[src/rtl/dyt_regfile_sb.sv]
`default_nettype none
// ============================================================================
// Module      : dyt_regfile_sb
// Description : Parametrised 2W/2R flop-based register file with a per-register
//               busy scoreboard. Define DYT_RF_BYPASS_EN to forward same-cycle
//               writeback data (and busy clear) onto the read ports.
// Revision    : 1.0 - initial release
// ============================================================================
module dyt_regfile_sb #(
    parameter int DATA_WIDTH = 32,
    parameter int ADDR_WIDTH = 5,
    parameter int ZERO_REG   = 1
) (
    input  logic                  clk,
    input  logic                  rst,
    input  logic                  w0_en,
    input  logic [ADDR_WIDTH-1:0] w0_addr,
    input  logic [DATA_WIDTH-1:0] w0_data,
    input  logic                  w1_en,
    input  logic [ADDR_WIDTH-1:0] w1_addr,
    input  logic [DATA_WIDTH-1:0] w1_data,
    input  logic                  iss_en,
    input  logic [ADDR_WIDTH-1:0] iss_addr,
    input  logic                  flush,
    input  logic [ADDR_WIDTH-1:0] r_a_addr,
    output logic [DATA_WIDTH-1:0] r_a_data,
    output logic                  r_a_busy,
    input  logic [ADDR_WIDTH-1:0] r_b_addr,
    output logic [DATA_WIDTH-1:0] r_b_data,
    output logic                  r_b_busy
);

    localparam int NUM_WORDS = 2 ** ADDR_WIDTH;

    logic [DATA_WIDTH-1:0] regs [NUM_WORDS];
    logic [NUM_WORDS-1:0]  busy;
    logic [NUM_WORDS-1:0]  busy_nxt;

    // Priority per register: flush, then issue (new producer), then writeback clear.
    always_comb begin
        busy_nxt = busy;
        for (int i = 0; i < NUM_WORDS; i++) begin
            if (flush) begin
                busy_nxt[i] = 1'b0;
            end else if (iss_en && iss_addr == ADDR_WIDTH'(i)) begin
                busy_nxt[i] = 1'b1;
            end else if ((w0_en && w0_addr == ADDR_WIDTH'(i)) ||
                         (w1_en && w1_addr == ADDR_WIDTH'(i))) begin
                busy_nxt[i] = 1'b0;
            end
        end
        if (ZERO_REG != 0) begin
            busy_nxt[0] = 1'b0;
        end
    end

    always_ff @(posedge clk or negedge rst) begin
        if (!rst) begin
            for (int i = 0; i < NUM_WORDS; i++) begin
                regs[i] <= '0;
            end
            busy <= '0;
        end else begin
            for (int i = 0; i < NUM_WORDS; i++) begin
                if (!(ZERO_REG != 0 && i == 0)) begin
                    if (w1_en && w1_addr == ADDR_WIDTH'(i)) begin
                        regs[i] <= w1_data;
                    end else if (w0_en && w0_addr == ADDR_WIDTH'(i)) begin
                        regs[i] <= w0_data;
                    end
                end
            end
            busy <= busy_nxt;
        end
    end

    // Returns {busy, data} for one read address.
    function automatic logic [DATA_WIDTH:0] read_port(input logic [ADDR_WIDTH-1:0] addr);
        logic [DATA_WIDTH-1:0] d;
        logic                  b;
        d = regs[addr];
        b = busy[addr];
`ifdef DYT_RF_BYPASS_EN
        // Forwarding is suppressed in reset so reads stay zero until release.
        if (rst) begin
            if (w1_en && w1_addr == addr) begin
                d = w1_data;
                b = iss_en && iss_addr == addr;
            end else if (w0_en && w0_addr == addr) begin
                d = w0_data;
                b = iss_en && iss_addr == addr;
            end
        end
`endif
        if (ZERO_REG != 0 && addr == '0) begin
            d = '0;
            b = 1'b0;
        end
        return {b, d};
    endfunction

    always_comb begin
        {r_a_busy, r_a_data} = read_port(r_a_addr);
        {r_b_busy, r_b_data} = read_port(r_b_addr);
    end

endmodule
`default_nettype wire

[config.mk]
export PLATFORM = sky130hd
export DESIGN_NAME = dyt_regfile_sb
export DESIGN_NICKNAME = d
export VERILOG_FILES = /design/src/rtl/dyt_regfile_sb.sv
export SDC_FILE = /design/constraint.sdc
export NUM_CORES = 2
export LEC_CHECK = 0
export CAP_MARGIN = 0
export CELL_PAD_IN_SITES_DETAIL_PLACEMENT = 0
export CELL_PAD_IN_SITES_GLOBAL_PLACEMENT = 1
export CORE_MARGIN = 5
export CORE_UTILIZATION = 45
export DETAILED_ROUTE_END_ITERATION = 8
export PLACE_DENSITY_LB_ADDON = 0.1
export SLEW_MARGIN = 40
export SYNTH_ARGS = -nofsm -noshare
export SYNTH_HDL_FRONTEND = slang
export SYNTH_SLANG_ARGS = --single-unit
export TNS_END_PERCENT = 100
[constraint.sdc]
create_clock -name clk -period 1.89 [get_ports clk]
set_input_delay 0.2835 -clock clk [delete_from_list [all_inputs] [get_ports clk]]
set_output_delay 0.2835 -clock clk [all_outputs]
set_load 0.01 [all_outputs]
After elaboration in Yosys (flattened, before gate mapping). Index checks and enable logic that the tools add are counted.

$lt $le $gt $ge: 4. Equality and inequality tests: 93. Multiplexer cells: 169. Bitwise logic cells: 2. Reduce and logical (&&, ||, !) cells: 188.

Operators by type and width (count): $mux W32 (68); $bmux W32 S5 (2); $eq A5 B5 Y1 const B (48); $eq A5 B4 Y1 const B (24); $mux W1 (97); $logic_and A1 B1 Y1 (93); $reduce_bool A3 Y1 (31); $reduce_bool A2 Y1 (31); $eq A5 B3 Y1 const B (12); $logic_or A1 B1 Y1 (31); $eq A5 B2 Y1 const B (6); $eq A5 B1 Y1 const B (3); $ge A6 B6 Y1 const B (2); $lt A5 B6 Y1 const B (2); $not A5 Y6 (2); $bmux W1 S5 (2); $logic_not A5 Y1 (2).

Register bits: 1023. Input port bits: 95. Logic and storage cells: 518.

Longest topological paths before layout.
Depth in word-level cells: 6. Gate-level depth with buffers: 8. Gate-level depth less buffers: 5.

Worst setup path before layout. OpenSTA, ideal clock, no wires.

Kind: input port to output port. Start point: input port r_a_addr[1]. End point: output port r_a_data[24]. Data arrival time: 1845 ps. Path slack: -238 ps. Cell stages on the path: 8. Path buffers: 4. Cells stage by stage: buf_2 > buf_4 > or2_2 > clkbuf_1 > clkbuf_1 > o22ai_1 > nor3_1 > nor3_1.

Cells in the longest elaborated chain, start to end: 5.

RTL lines: from (decl) (line 25) `input logic [ADDR_WIDTH-1:0] r_a_addr,`; $not A5 Y6 (implied by the code) (line 81) `d = regs[addr];`; $bmux W32 S5 (line 81); $mux W32 (implied by the code) (2 in a row) (line 81); $mux W32 * (line 95) `if (ZERO_REG != 0 && addr == '0) begin`; to (decl) (line 26) `output logic [DATA_WIDTH-1:0] r_a_data,`.

Every way passes the cells marked *; elsewhere a longest branch is shown, timed or not. The select of a mux whose other input is x is not followed.

Final worst setup path.
Start point: register regs[561] (netlist bit). End point: output port r_b_data[17].

Cells in the longest elaborated chain, start to end: 4.

RTL lines: from (decl) (line 35) `logic [DATA_WIDTH-1:0] regs [NUM_WORDS];`; from (signal, indexed assignment) (line 67) `regs[i] <= w1_data;`; from (signal, indexed assignment) (line 69) `regs[i] <= w0_data;`; $bmux W32 S5 (line 81); $mux W32 (implied by the code) (2 in a row) (line 81); $mux W32 (line 95); to (decl) (line 29) `output logic [DATA_WIDTH-1:0] r_b_data,`.

Every way passes these cells. The select of a mux whose other input is x is not followed.

==> metrics.txt <==
status=finished, violations left; violated checks=negative setup slack; PD cells=980 nW/um^2; clock-pin slew on the worst setup and hold paths=roughly 0.060 ns; slowest stage delay, CP=~0.52 ns; Slew Viols, Final=0; final WL=275000 um; Max Buffers Root-to-Sink=3; Max Cap Viol=0; IO Pins=161; largest net degree at the start of global routing=87; Yosys top cell by area=dfrtp_1; Post-synth EDFFs=0; overall power=82300 uW; Final Setup Violations=66; Worst Path Buf+Inv=3; Slowest cell on crit path=mux4_2; DRT Pass-1 Iters=5; starting density of the core=45.2%; initial DRC count=5682; # H-tree levels=4; Area growth syn-to-layout=31.8%; top fanout value on the critical path=2; register-to-register setup slack=around 0.91 ns; I/O Buffers=160; top-count cell post-synth=mux2i_1; post-route ant nets=0; Post-synth ARST share=100%; Syn Inst Count=6571; #FFs+latches synth=1023; Die X=approximately 390 um; top achievable clock speed=0.337 GHz; routed length per instance=29.9 um; Worst Path Required=1.61 ns; Vias=57300; crit-path cells=buf_4 > mux4_2 > a221oi_4 > buf_4 > nor3_4 > buf_2; Die Span Y=386 um; Top delay family on crit path=multiplexers; Worst Setup EP=r_b_data[17]; worst min-delay path category=in -> async; min Tclk post-route=2.97 ns; Post-synth top cells=mux2i_1 (1593), dfrtp_1 (1023), nor2_1 (563); Cell Area, Synth=63700 um^2; vias in the first global route=57100; Worst-Skew Late Latency=0.77 ns; Die ar.=149000 um^2; Crit. Startpoint=regs[561]; via/cell ratio=6.23; r2r endpoint=regs[634]; Worst-Margin Slew=0.600 ns; drt drc=0; crit share post-route=157%; most frequent CP cell=buf_4; GRT Total Usage=between 30% and 40%; share of the synthesized area in the top cell type=40.2%; Util after Layout=59.5%; R2R cell count=4; Worst Setup Start Kind=flip-flop; final hold violations=0; Layout fillers=12000; number of CTS-inserted buffers=130; synth unique cells=40; worst slack, placed=-1.85 ns; Root Driver=clkbuf_16; Worst path depth=6; initial antenna violation count=12; VDD IR max=between 0.0007 and 0.0008 V; top_reg_cell synth=dfrtp_1; static leakage=0.0390 uW; Setup Crit Path Kind=reg -> out; HPWL Detailed=about 190000 um; nets@finish=7309; syn nets=around 6700; area of the core=141000 um^2; CTS tree=built; skew final=0 ns; CTS sink count=between 1000 and 1500; register area share after synthesis=40.2%; RR Startpoint=regs[634]; Mean Syn Cell Area=9.70 um^2; RSZ-0062 raised after global routing=yes; Rows=138; share of cells above drive strength 1=27.0%; synth warn=32; crit path capture type=output port; global-route wire length before repair=approximately 400000 um; global route overflow=0; Final Wtd Congestion=just over 0.9; Slew Limit Headroom=59.7%; final worst slack=-1.08 ns; Arr. time, crit path=2.68 ns; ranking of synthesized cells by area=dfrtp_1 (40%), mux2i_1 (25%), mux4_2 (4.7%)
## through the flow
stage	hold WS [ns]	setup TNS [ns]	cell area, um^2	instances
floorplan	-0.0121	-0.165	64600	6571
global placement	0.519	-387.17	77700	8935
detailed placement	0.528	-399.12	77800	8937
CTS	0.281	-60.95	83500	9187
global route	0.311	-61.94	83900	9198
finish	0.311	-58.56	84000	9203
## repair_timing
item                                    4_1_cts  5_1_grt
pin swaps                                    91       51
endpoints found under the setup margin       66       66
setup buffers                                38       13
hold buffers                                  1        0
hold endpoints to repair                    780        0
resized for setup                           571       59
## state kept, by name, summed over array words and instances (netlist names)
signal  count
regs      992
busy       31
## worst reg2reg max path: stages, from the launching register on
cell and delay, ns:
dfrtp_1 0.40, buf_6 0.13, buf_4 0.12, mux2i_1 0.11, o21ai_0 0.09
## per-layer routing
layer	wire, um	track usage [%]
met3	21200	6.78
met4	17200	19.7
met1	113000	48.4
met2	124000	56.4
met5	46	0
## logic make-up after synthesis
| kind of cell | count (synthesis) | synth area share, % |
|---|---|---|
| mux | 1884 | 32.5 |
| flops | 1023 | 40.2 |
| compound gates | 1494 | 13.3 |
| simple gates | 1422 | 9.23 |
| buf+inv | 748 | 4.82 |
## cells in the final DEF, fill, tap and decap left out, drive strengths merged, types with 13 or more instances in the layout
cell	n
a221oi	130
o21ai	481
mux2i	1593
o22ai	327
clkdlybuf4s50	85
a32oi	13
mux4	132
clkinv	20
dfrtp	1023
nor2b	16
clkbuf	193
nand2b	17
nand2	543
mux2	159
nor3	236
buf	1170
nor2	563
a21oi	531
## layout make-up
| class | count | area (um^2) | area share (%) |
|---|---|---|---|
| repair buffers | 1258 | 14000 | 16.7 |
| diodes | 5 | 12.5 | 0.0149 |
| clock inverters | 33 | 398 | 0.474 |
| inverters | 1 | 3.75 | 0.00447 |
| well taps | 1890 | 2360 | 2.82 |
| multi-input cells | 4800 | 37700 | 45.0 |
| clock buffers | 193 | 3790 | 4.52 |
| flip-flops and latches | 1023 | 25600 | 30.5 |
## power by group
part | internal, uW | total, uW | switching [uW]
clock network | 14700 | 25100 | 10400
registers | 27600 | 32200 | 4610
logic | 13000 | 25000 | 12000
## how the worst min path moves through the flow
stage,from,cells past startpoint,end
finish,rst,3,regs[977]
global route,w1_data[25],4,regs[697]
CTS,w1_data[29],4,regs[701]
detailed placement,rst,2,regs[977]
global placement,rst,2,regs[977]
floorplan,rst,0,busy[10]
(Power assumes the default switching activity.)
